--- src/rtl/avalon_st_to_sdram_burst_writer_if.sv ---
// avalon_st_to_sdram_burst_writer_if: instruction/stream/memory/status bundle for the burst writer
interface avalon_st_to_sdram_burst_writer_if #(
  parameter int DATA_W  = 256,
  parameter int ADDR_W  = 27,
  parameter int LEN_W   = 16,
  parameter int BURST_W = 8
);
  logic                    st_instruction_valid;
  logic                    st_instruction_ready;
  logic [LEN_W+ADDR_W-1:0] st_instruction_data;
  logic                    st_valid;
  logic                    st_ready;
  logic [DATA_W-1:0]       st_data;
  logic [ADDR_W-1:0]       mm_addr;
  logic [DATA_W/8-1:0]     mm_byteenable;
  logic [BURST_W-1:0]      mm_burstcount;
  logic                    mm_write;
  logic [DATA_W-1:0]       mm_writedata;
  logic                    mm_waitrequest;
  logic                    busy;
  logic                    done;
  modport master (
    input  st_instruction_valid, st_instruction_data, st_valid, st_data, mm_waitrequest,
    output st_instruction_ready, st_ready, mm_addr, mm_byteenable, mm_burstcount,
           mm_write, mm_writedata, busy, done
  );
  modport slave (
    output st_instruction_valid, st_instruction_data, st_valid, st_data, mm_waitrequest,
    input  st_instruction_ready, st_ready, mm_addr, mm_byteenable, mm_burstcount,
           mm_write, mm_writedata, busy, done
  );
endinterface

--- src/rtl/avalon_st_to_sdram_burst_writer.sv ---
// avalon_st_to_sdram_burst_writer: buffers an instructed number of stream beats and writes them to SDRAM in bursts
module avalon_st_to_sdram_burst_writer #(
  parameter int DATA_W     = 256,
  parameter int ADDR_W     = 27,
  parameter int LEN_W      = 16,
  parameter int BURST_W    = 8,
  parameter int MAX_BURST  = 8,
  parameter int FIFO_DEPTH = 16
) (
  input logic clock,
  input logic reset,
  avalon_st_to_sdram_burst_writer_if.master bus
);
  localparam int BYTES = DATA_W / 8;
  localparam int OFS   = $clog2(BYTES);
  localparam int AW    = $clog2(FIFO_DEPTH);
  localparam int CW    = AW + 1;
  typedef enum logic [1:0] {IDLE, FILL, BURST, DONE} state_t;
  state_t              r_state, w_next;
  logic [DATA_W-1:0]   r_mem [FIFO_DEPTH];
  logic [AW-1:0]       r_wp, r_rp;
  logic [CW-1:0]       r_count;
  logic [ADDR_W-1:0]   r_cur_addr, r_mm_addr, w_base;
  logic [BURST_W-1:0]  r_mm_burstcount, r_beats_left;
  logic [LEN_W-1:0]    r_in_left, r_out_left, w_blen, w_len;
  logic                w_fire, w_active, w_push, w_pop, w_last, w_issue;
  assign {w_len, w_base} = bus.st_instruction_data;
  assign w_fire   = r_state == IDLE && bus.st_instruction_valid;
  assign w_active = r_state == FILL || r_state == BURST;
  assign w_pop    = r_state == BURST && !bus.mm_waitrequest;
  assign w_last   = w_pop && r_beats_left == BURST_W'(1);
  assign w_blen   = r_out_left < LEN_W'(MAX_BURST) ? r_out_left : LEN_W'(MAX_BURST);
  assign w_issue  = r_state == FILL && LEN_W'(r_count) >= w_blen;
  // a full FIFO can still take a beat in the cycle the head is written out
  assign bus.st_ready = w_active && r_in_left != '0 && (r_count != CW'(FIFO_DEPTH) || w_pop);
  assign w_push   = bus.st_valid && bus.st_ready;
  assign bus.st_instruction_ready = r_state == IDLE;
  assign bus.mm_write      = r_state == BURST;
  assign bus.mm_byteenable = {BYTES{bus.mm_write}};
  assign bus.mm_writedata  = bus.mm_write ? r_mem[r_rp] : '0;
  assign bus.mm_addr       = r_mm_addr;
  assign bus.mm_burstcount = r_mm_burstcount;
  assign bus.busy = r_state != IDLE;
  assign bus.done = r_state == DONE;
  // state register
  always_ff @(posedge clock or negedge reset)
    if (!reset) r_state <= IDLE;
    else r_state <= w_next;
  // next state: a burst is only issued once all of its beats are buffered, so it never stalls mid-burst
  always_comb begin
    w_next = r_state;
    case (r_state)
      IDLE:    w_next = w_fire ? (w_len == '0 ? DONE : FILL) : IDLE;
      FILL:    w_next = w_issue ? BURST : FILL;
      BURST:   w_next = w_last ? (r_out_left == LEN_W'(1) ? DONE : FILL) : BURST;
      default: w_next = IDLE;
    endcase
  end
  // counters, FIFO pointers and burst address/count registers
  always_ff @(posedge clock or negedge reset)
    if (!reset) begin
      r_wp            <= '0;
      r_rp            <= '0;
      r_count         <= '0;
      r_cur_addr      <= '0;
      r_mm_addr       <= '0;
      r_mm_burstcount <= '0;
      r_beats_left    <= '0;
      r_in_left       <= '0;
      r_out_left      <= '0;
    end else begin
      if (w_fire) begin
        r_cur_addr <= w_base & ~ADDR_W'(BYTES - 1);
        r_in_left  <= w_len;
        r_out_left <= w_len;
      end
      if (w_push) begin
        r_in_left <= r_in_left - LEN_W'(1);
        r_wp      <= r_wp + AW'(1);
      end
      if (w_issue) begin
        r_mm_addr       <= r_cur_addr;
        r_mm_burstcount <= BURST_W'(w_blen);
        r_beats_left    <= BURST_W'(w_blen);
      end
      if (w_pop) begin
        r_rp         <= r_rp + AW'(1);
        r_out_left   <= r_out_left - LEN_W'(1);
        r_beats_left <= r_beats_left - BURST_W'(1);
      end
      if (w_last) r_cur_addr <= r_cur_addr + (ADDR_W'(r_mm_burstcount) << OFS);
      r_count <= r_count + CW'(w_push) - CW'(w_pop);
    end
  // beat storage; contents are meaningless once the pointers are reset
  always_ff @(posedge clock)
    if (w_push) r_mem[r_wp] <= bus.st_data;
endmodule
--- src/flat_wrapper.sv ---
// flat-port wrapper written by rule: the top's interface ports become plain ports
module avalon_st_to_sdram_burst_writer_flat 
#(
  parameter int DATA_W     = 256,
  parameter int ADDR_W     = 27,
  parameter int LEN_W      = 16,
  parameter int BURST_W    = 8,
  parameter int MAX_BURST  = 8,
  parameter int FIFO_DEPTH = 16
)
  (clock, reset, bus_st_instruction_valid, bus_st_instruction_data, bus_st_valid, bus_st_data, bus_mm_waitrequest, bus_st_instruction_ready, bus_st_ready, bus_mm_addr, bus_mm_byteenable, bus_mm_burstcount, bus_mm_write, bus_mm_writedata, bus_busy, bus_done);
  avalon_st_to_sdram_burst_writer_if #(.DATA_W(DATA_W), .ADDR_W(ADDR_W), .LEN_W(LEN_W), .BURST_W(BURST_W)) bus_i ();
  input logic clock;
  input logic reset;
  input wire logic [$bits(bus_i.st_instruction_valid)-1:0] bus_st_instruction_valid;
  input wire logic [$bits(bus_i.st_instruction_data)-1:0] bus_st_instruction_data;
  input wire logic [$bits(bus_i.st_valid)-1:0] bus_st_valid;
  input wire logic [$bits(bus_i.st_data)-1:0] bus_st_data;
  input wire logic [$bits(bus_i.mm_waitrequest)-1:0] bus_mm_waitrequest;
  output wire logic [$bits(bus_i.st_instruction_ready)-1:0] bus_st_instruction_ready;
  output wire logic [$bits(bus_i.st_ready)-1:0] bus_st_ready;
  output wire logic [$bits(bus_i.mm_addr)-1:0] bus_mm_addr;
  output wire logic [$bits(bus_i.mm_byteenable)-1:0] bus_mm_byteenable;
  output wire logic [$bits(bus_i.mm_burstcount)-1:0] bus_mm_burstcount;
  output wire logic [$bits(bus_i.mm_write)-1:0] bus_mm_write;
  output wire logic [$bits(bus_i.mm_writedata)-1:0] bus_mm_writedata;
  output wire logic [$bits(bus_i.busy)-1:0] bus_busy;
  output wire logic [$bits(bus_i.done)-1:0] bus_done;
  assign bus_i.st_instruction_valid = bus_st_instruction_valid;
  assign bus_i.st_instruction_data = bus_st_instruction_data;
  assign bus_i.st_valid = bus_st_valid;
  assign bus_i.st_data = bus_st_data;
  assign bus_i.mm_waitrequest = bus_mm_waitrequest;
  assign bus_st_instruction_ready = bus_i.st_instruction_ready;
  assign bus_st_ready = bus_i.st_ready;
  assign bus_mm_addr = bus_i.mm_addr;
  assign bus_mm_byteenable = bus_i.mm_byteenable;
  assign bus_mm_burstcount = bus_i.mm_burstcount;
  assign bus_mm_write = bus_i.mm_write;
  assign bus_mm_writedata = bus_i.mm_writedata;
  assign bus_busy = bus_i.busy;
  assign bus_done = bus_i.done;
  avalon_st_to_sdram_burst_writer #(.DATA_W(DATA_W), .ADDR_W(ADDR_W), .LEN_W(LEN_W), .BURST_W(BURST_W), .MAX_BURST(MAX_BURST), .FIFO_DEPTH(FIFO_DEPTH)) u_core (.clock(clock), .reset(reset), .bus(bus_i));
endmodule
--- config.mk ---
export PLATFORM = sky130hd
export DESIGN_NAME = avalon_st_to_sdram_burst_writer_flat
export DESIGN_NICKNAME = d
export VERILOG_FILES = /design/src/rtl/avalon_st_to_sdram_burst_writer_if.sv /design/src/rtl/avalon_st_to_sdram_burst_writer.sv /design/src/flat_wrapper.sv
export SDC_FILE = /design/constraint.sdc
export NUM_CORES = 2
export LEC_CHECK = 0
export CAP_MARGIN = 20
export CELL_PAD_IN_SITES_DETAIL_PLACEMENT = 1
export CELL_PAD_IN_SITES_GLOBAL_PLACEMENT = 1
export CORE_MARGIN = 5
export CORE_UTILIZATION = 51
export CTS_BUF_LIST = sky130_fd_sc_hd__clkbuf_8
export CTS_CLUSTER_DIAMETER = 150
export CTS_CLUSTER_SIZE = 12
export DETAILED_ROUTE_END_ITERATION = 6
export GPL_TIMING_DRIVEN = 1
export PLACE_DENSITY_LB_ADDON = 0.1
export SYNTH_ARGS = -nofsm -noshare
export SYNTH_HDL_FRONTEND = slang
export SYNTH_SLANG_ARGS = --single-unit
--- constraint.sdc ---
create_clock -name clock -period 20.7 [get_ports clock]
set_clock_uncertainty 0.05 [all_clocks]
set_input_delay 2.07 -clock clock [delete_from_list [all_inputs] [get_ports clock]]
set_output_delay 2.07 -clock clock [all_outputs]
set_load 0.01 [all_outputs]
# --- Word-level counts from Yosys, hierarchy flattened ---
# Memories as Yosys holds them, arrays and structs flattened.
# Index checks and enable logic that the tools add are counted.
totals:
  register_bits: 117
  mem_bits_rw: 4096
  inputBits: 304
  output_inout_bits: 328
  wordCells: 62
  n_memories: 1
classes:
  n_addsub: 8
  magnitude_cmp: 2
  n_eq_ne: 6
  n_mux: 17
  reduce_logical: 18
memory_table:
  columns: ["name", "words", "word_bits", "rd", "rd_clocked_by_memory_dff", "write_ports", "line_no", "text"]
  rows:
  - ["u_core.r_mem", 16, 256, 1, 0, 1, "avalon_st_to_sdram_burst_writer.sv:20", "logic [DATA_W-1:0] r_mem [FIFO_DEPTH];"]
op_table:
  columns: ["operator", "count"]
  rows:
  - ["$mux 256", 1]
  - ["$mux 16", 4]
  - ["$mux 27", 2]
  - ["$sub 16x1->16 const B", 2]
  - ["$add 27x13->27", 1]
  - ["$eq 16x1->1 const B", 1]
  - ["$ge 5x16->1", 1]
  - ["$logic_not 16->1", 1]
  - ["$lt 16x4->1 const B", 1]
  - ["$mux 8", 2]
  - ["$reduce_bool 16->1", 1]
  - ["$mux 2", 5]
  - ["$reduce_bool 2->1", 5]
  - ["$add 4x1->4 const B", 2]
  - ["$eq 8x1->1 const B", 1]
  - ["$sub 8x1->8 const B", 1]
  - ["$logic_and 1x1->1", 7]
  - ["$pmux 2 s3", 1]
  - ["$add 5x1->5", 1]
  - ["$ne 5x5->1 const B", 1]
  - ["$sub 5x1->5", 1]
  - ["$eq 2x2->1 const B", 2]
  - ["$eq 2x1->1 const B", 1]
  - ["$logic_not 2->1", 1]
  - ["3 further kinds", 5]

# --- Logic depth before layout (Yosys ltp) ---
logic_depth:
  word_depth: 7
  depth_mapped: 16
  mapped_depth_nobuf: 14

# --- Worst setup path after synthesis ---
# OpenSTA, ideal clock, no wires.
synth_timing:
  kind: "input to register"
  start: "input port bus_mm_waitrequest"
  end: "memory u_core.r_mem[3][0] (enable)"
  setup_ns: 1.186
  arrival_time_ns: 20.663
  required_time_ns: 19.464
  setup_slack_ns: -1.199
  path_stages: 8
  path_cell_list: "nand2b_1 -> inv_1 -> o21ai_1 -> a311oi_1 -> buf_2 -> buf_2 -> nand2_1 -> nor3_1"
synth_between:
  elab_chain_len: 7
synth_rtl:
  columns: ["element", "line_no", "text"]
  rows:
  - ["start: declaration", "flat_wrapper.sv:19", "input wire logic [$bits(bus_i.mm_waitrequest)-1:0] bus_mm_waitrequest;"]
  - ["$logic_not 1->1", "avalon_st_to_sdram_burst_writer.sv:30", "assign w_pop = r_state == BURST && !bus.mm_waitrequest;"]
  - ["$logic_and 1x1->1", "avalon_st_to_sdram_burst_writer.sv:30", null]
  - ["$logic_or 1x1->1", "avalon_st_to_sdram_burst_writer.sv:35", "assign bus.st_ready = w_active && r_in_left != '0 && (r_count != CW'(FIFO_DEPTH) || w_pop);"]
  - ["$logic_and 1x1->1", "avalon_st_to_sdram_burst_writer.sv:35", null]
  - ["$logic_and 1x1->1", "avalon_st_to_sdram_burst_writer.sv:36", "assign w_push = bus.st_valid && bus.st_ready;"]
  - ["$mux 1", "avalon_st_to_sdram_burst_writer.sv:96", "if (w_push) r_mem[r_wp] <= bus.st_data;"]
  - ["$mux 1 (implied by the code)", "avalon_st_to_sdram_burst_writer.sv:96", null]
  - ["end: declaration", "avalon_st_to_sdram_burst_writer.sv:20", null]
# Every way passes these cells.

# --- Worst setup path after layout ---
layout_timing:
  start: "register u_core.r_rp[0]"
  end: "output port bus_mm_writedata[190]"
layout_between:
  elab_chain_len: 2
layout_rtl:
  columns: ["element", "line_no", "text"]
  rows:
  - ["start: declaration", "avalon_st_to_sdram_burst_writer.sv:21", "logic [AW-1:0] r_wp, r_rp;"]
  - ["start signal: assignment", "avalon_st_to_sdram_burst_writer.sv:87", "r_rp <= r_rp + AW'(1);"]
  - ["$mem_v2 16x256", null, null]
  - ["$mux 256", "avalon_st_to_sdram_burst_writer.sv:40", "assign bus.mm_writedata = bus.mm_write ? r_mem[r_rp] : '0;"]
  - ["end: declaration", "flat_wrapper.sv:26", "output wire logic [$bits(bus_i.mm_writedata)-1:0] bus_mm_writedata;"]
# Every way passes these cells.

==> run metrics <==
Worst path slowest cell dfrtp_4; final setup fails 0; Clk Latency, worst-skew pair 1070 ps; Initial DRT Pass Iterations 5; Starting DRT DRC Count 7769; # fillers 25900; Final Cycle Share 44.5%; layout cell share with drive strength beyond 1 25.4%; Num Clock Sinks 4203; Crit. End Element output pin; clock buffer count from CTS about 390; # H-tree levels 5; CTS tree yes; flop2flop setup slack approximately 14000 ps; Starting Density 51.2%; synth-to-layout area growth 10.6%; RR Startpoint u_core.r_state[0]$_DFF_PN0_; row cnt 206; Slew Viols, Final 0; Clock Path Buffers 4; Fin Setup TNS 0 ps; post-cts hold buffer count 0; maximum single-stage delay on the critical path between 900 and 1000 ps; Synth Register Bits 4203; Reg clk slew, reported paths 90 ps; Max-Cap Viols 0; Synth Instances around 6600; Hold WC Path Type reg2reg; first-pass GRT wire length 569000 um; total die area 0.327 mm2; vias in the first global route 78400; Avg Synthesized Cell Area 24.3 um2; Crit Path Class reg2out; simple-gate share of the synthesized area 1.78%; drt via density roughly 6.2; critical path arrival 7100 ps; final hold vios 0; post-synthesis mux area share around 18%; chip width 572 um; Peak Freq 108 MHz; startpoint types register; DRC 0; via count around 73000; Max rail drop VDD roughly 130 uV; Final min period 9220 ps; setup bufs post-CTS 0; die height 572 um; crit path capture bus_mm_writedata[190]; DR WL/cell 33.6 um; crit path from u_core.r_rp[0]$_DFFE_PN0P_; Synth Area in Adders 0.281%; initial antenna violation count around 110; Cell Chain, Critical Path buf_4 -> buf_4 -> buf_4 -> buf_4 -> mux4_2 -> mux4_2 -> and2_1 -> clkdlybuf4s50_1; worst slew pin tran about 1200 ps; Clk Tree Root Cell clkbuf_8; outcome finished clean; largest family of logic cells by synthesized area multiplexers; Synth Warn # 0; Core ar. 0.315 mm2; area leader, netlist edfxtp_1; CP max FO just under 50; GRT Overall Usage a little under a quarter; register area 0.126 mm2; Post-synth EDFFs 4096; FF-to-FF path depth 13; gpl congestion 0.744; worst reg2reg path endpoint u_core.r_mem[8][209]$_DFFE_PP_; Pleak 54.0 nW; commonest cells in the netlist edfxtp_1 (4096), mux4_2 (1280), and2_1 (263); Multi-input gate area 0.0337 mm2; Req. time, crit path 18580 ps; CP delay by family, top buffers and inverters; Congestion Overflow GR 0; Worst slew margin 21.9%; Synth top area share between 70% and 80%; Area contributors post-synth edfxtp_1 (76%), mux4_2 (18%), dfrtp_1 (1.7%), and2_1 (1.0%), clkbuf_1 (0.44%); most used cell, CP buf_4; RSZ-0062 raised after global routing false; critical path depth in cells 8; Buf+Inv Stages, Crit Path 5; Async SR Flop Fraction between 2 and 3%; Final nets ~7800; Post-Synth XOR/XNOR Area 0.0869%; Synth cell types 63; Post-Route WL 393000 um; I/O Pins 632; cell area after synthesis 0.161 mm2; Synth Area in Compound Gates 0.659%; DP Wirelength between 200000 and 250000 um; main flop type after synthesis edfxtp_1; pwr dens 116 mW/mm2; most frequent cell after synthesis edfxtp_1; Seq/Total Area, Yosys between 70% and 80%; post-cts sizing count 0; ANT nets after route 0; Port Buffer Count 621; largest net degree at the start of global routing ~150; fin util 56.6%
-- where the power goes --
part / internal [W] / switching [W] / leakage (nW)
Clock: 0.00172 / 0.00266 / 3.07
Combinational: 0.00302 / 0.00301 / 12.8
Sequential: 0.00992 / 0.000275 / 38.2
Total: 0.0147 / 0.00595 / 54.0
-- routing by layer --
metal / track usage, % / part of all wire [%]
met1: 34.5 / 42
met5: 0 / 0.12
met4: 5.34 / 2.2
met3: 4.24 / 6.6
met2: 39.2 / 49
-- cell families after synthesis --
family	count (synthesis)
flip-flops	4203
AND/OR/NAND/NOR	515
buffers and inverters	414
other	2
multiplexers	1298
AO/OA/AOI/OAI	162
adder cells (fa/ha/maj)	35
XOR/XNOR	16
-- registers in the layout, summed over array words and instances, names as in the netlist --
signal / count
u_core.r_mem: 4096
u_core.bus.mm_addr: 22
u_core.r_cur_addr: 22
u_core.r_in_left: 16
u_core.r_out_left: 16
u_core.bus.mm_burstcount: 8
u_core.r_beats_left: 8
u_core.r_count: 5
u_core.r_rp: 4
u_core.r_wp: 4
u_core.r_state: 2
-- tightest hold or removal path: cells and delay by family (launching register included) --
kind            cells  cell delay [ps]
flops               1              350
simple gates        1               50
compound gates      1               60
-- layout make-up --
type                            count  area share, %
Timing Repair Buffer              772           4.26
Clock inverter                     49          0.217
Tap cell                         4160           2.92
Multi-Input combinational cell   2032           18.9
Antenna cell                       32         0.0449
Clock buffer                      391           3.02
Inverter                           36         0.0758
Sequential cell                  4203           70.5
-- layout by cell type, fill, tap and decap left out, types with 58 or more instances in the layout --
cell type	n
and2_1	263
buf_4	133
clkbuf_8	391
clkdlybuf4s50_1	620
dfrtp_1	103
edfxtp_1	4096
inv_1	60
mux4_2	1280
nand2_1	79
nor2_1	58
-- metrics by stage --
| step | total power, W | cells | worst slack, ps | hold slack (ps) | area [um2] |
|---|---|---|---|---|---|
| after CTS | 0.0209 | 11600 | 11040 | 444 | 178000 |
| after floorplan | 0.0146 | 6649 | 5680 | 400 | 161000 |
| after detailed placement | 0.0166 | 11200 | 12180 | 425 | 172000 |
| final | 0.0206 | 11700 | 11480 | 440 | 178000 |
| after global routing | 0.0216 | 11700 | 10790 | 456 | 178000 |
| after global placement | 0.0165 | 11200 | 12280 | 418 | 172000 |
-- worst min-delay path by stage --
| stage | startpoint | endpoint | slack [ps] | cells after the start |
|---|---|---|---|---|
| final | u_core.bus.mm_addr[18]$_DFFE_PN0P_ | u_core.bus.mm_addr[18]$_DFFE_PN0P_ | 440 | 2 |
| after global routing | u_core.r_in_left[14]$_DFFE_PN0P_ | u_core.r_in_left[14]$_DFFE_PN0P_ | 460 | 1 |
| after CTS | u_core.bus.mm_addr[18]$_DFFE_PN0P_ | u_core.bus.mm_addr[18]$_DFFE_PN0P_ | 440 | 2 |
| after detailed placement | u_core.bus.mm_addr[18]$_DFFE_PN0P_ | u_core.bus.mm_addr[18]$_DFFE_PN0P_ | 430 | 2 |
| after global placement | u_core.bus.mm_addr[25]$_DFFE_PN0P_ | u_core.bus.mm_addr[25]$_DFFE_PN0P_ | 420 | 2 |
| after floorplan | u_core.r_in_left[14]$_DFFE_PN0P_ | u_core.r_in_left[14]$_DFFE_PN0P_ | 400 | 1 |
No activity file was read; power rests on OpenSTA's default activity.
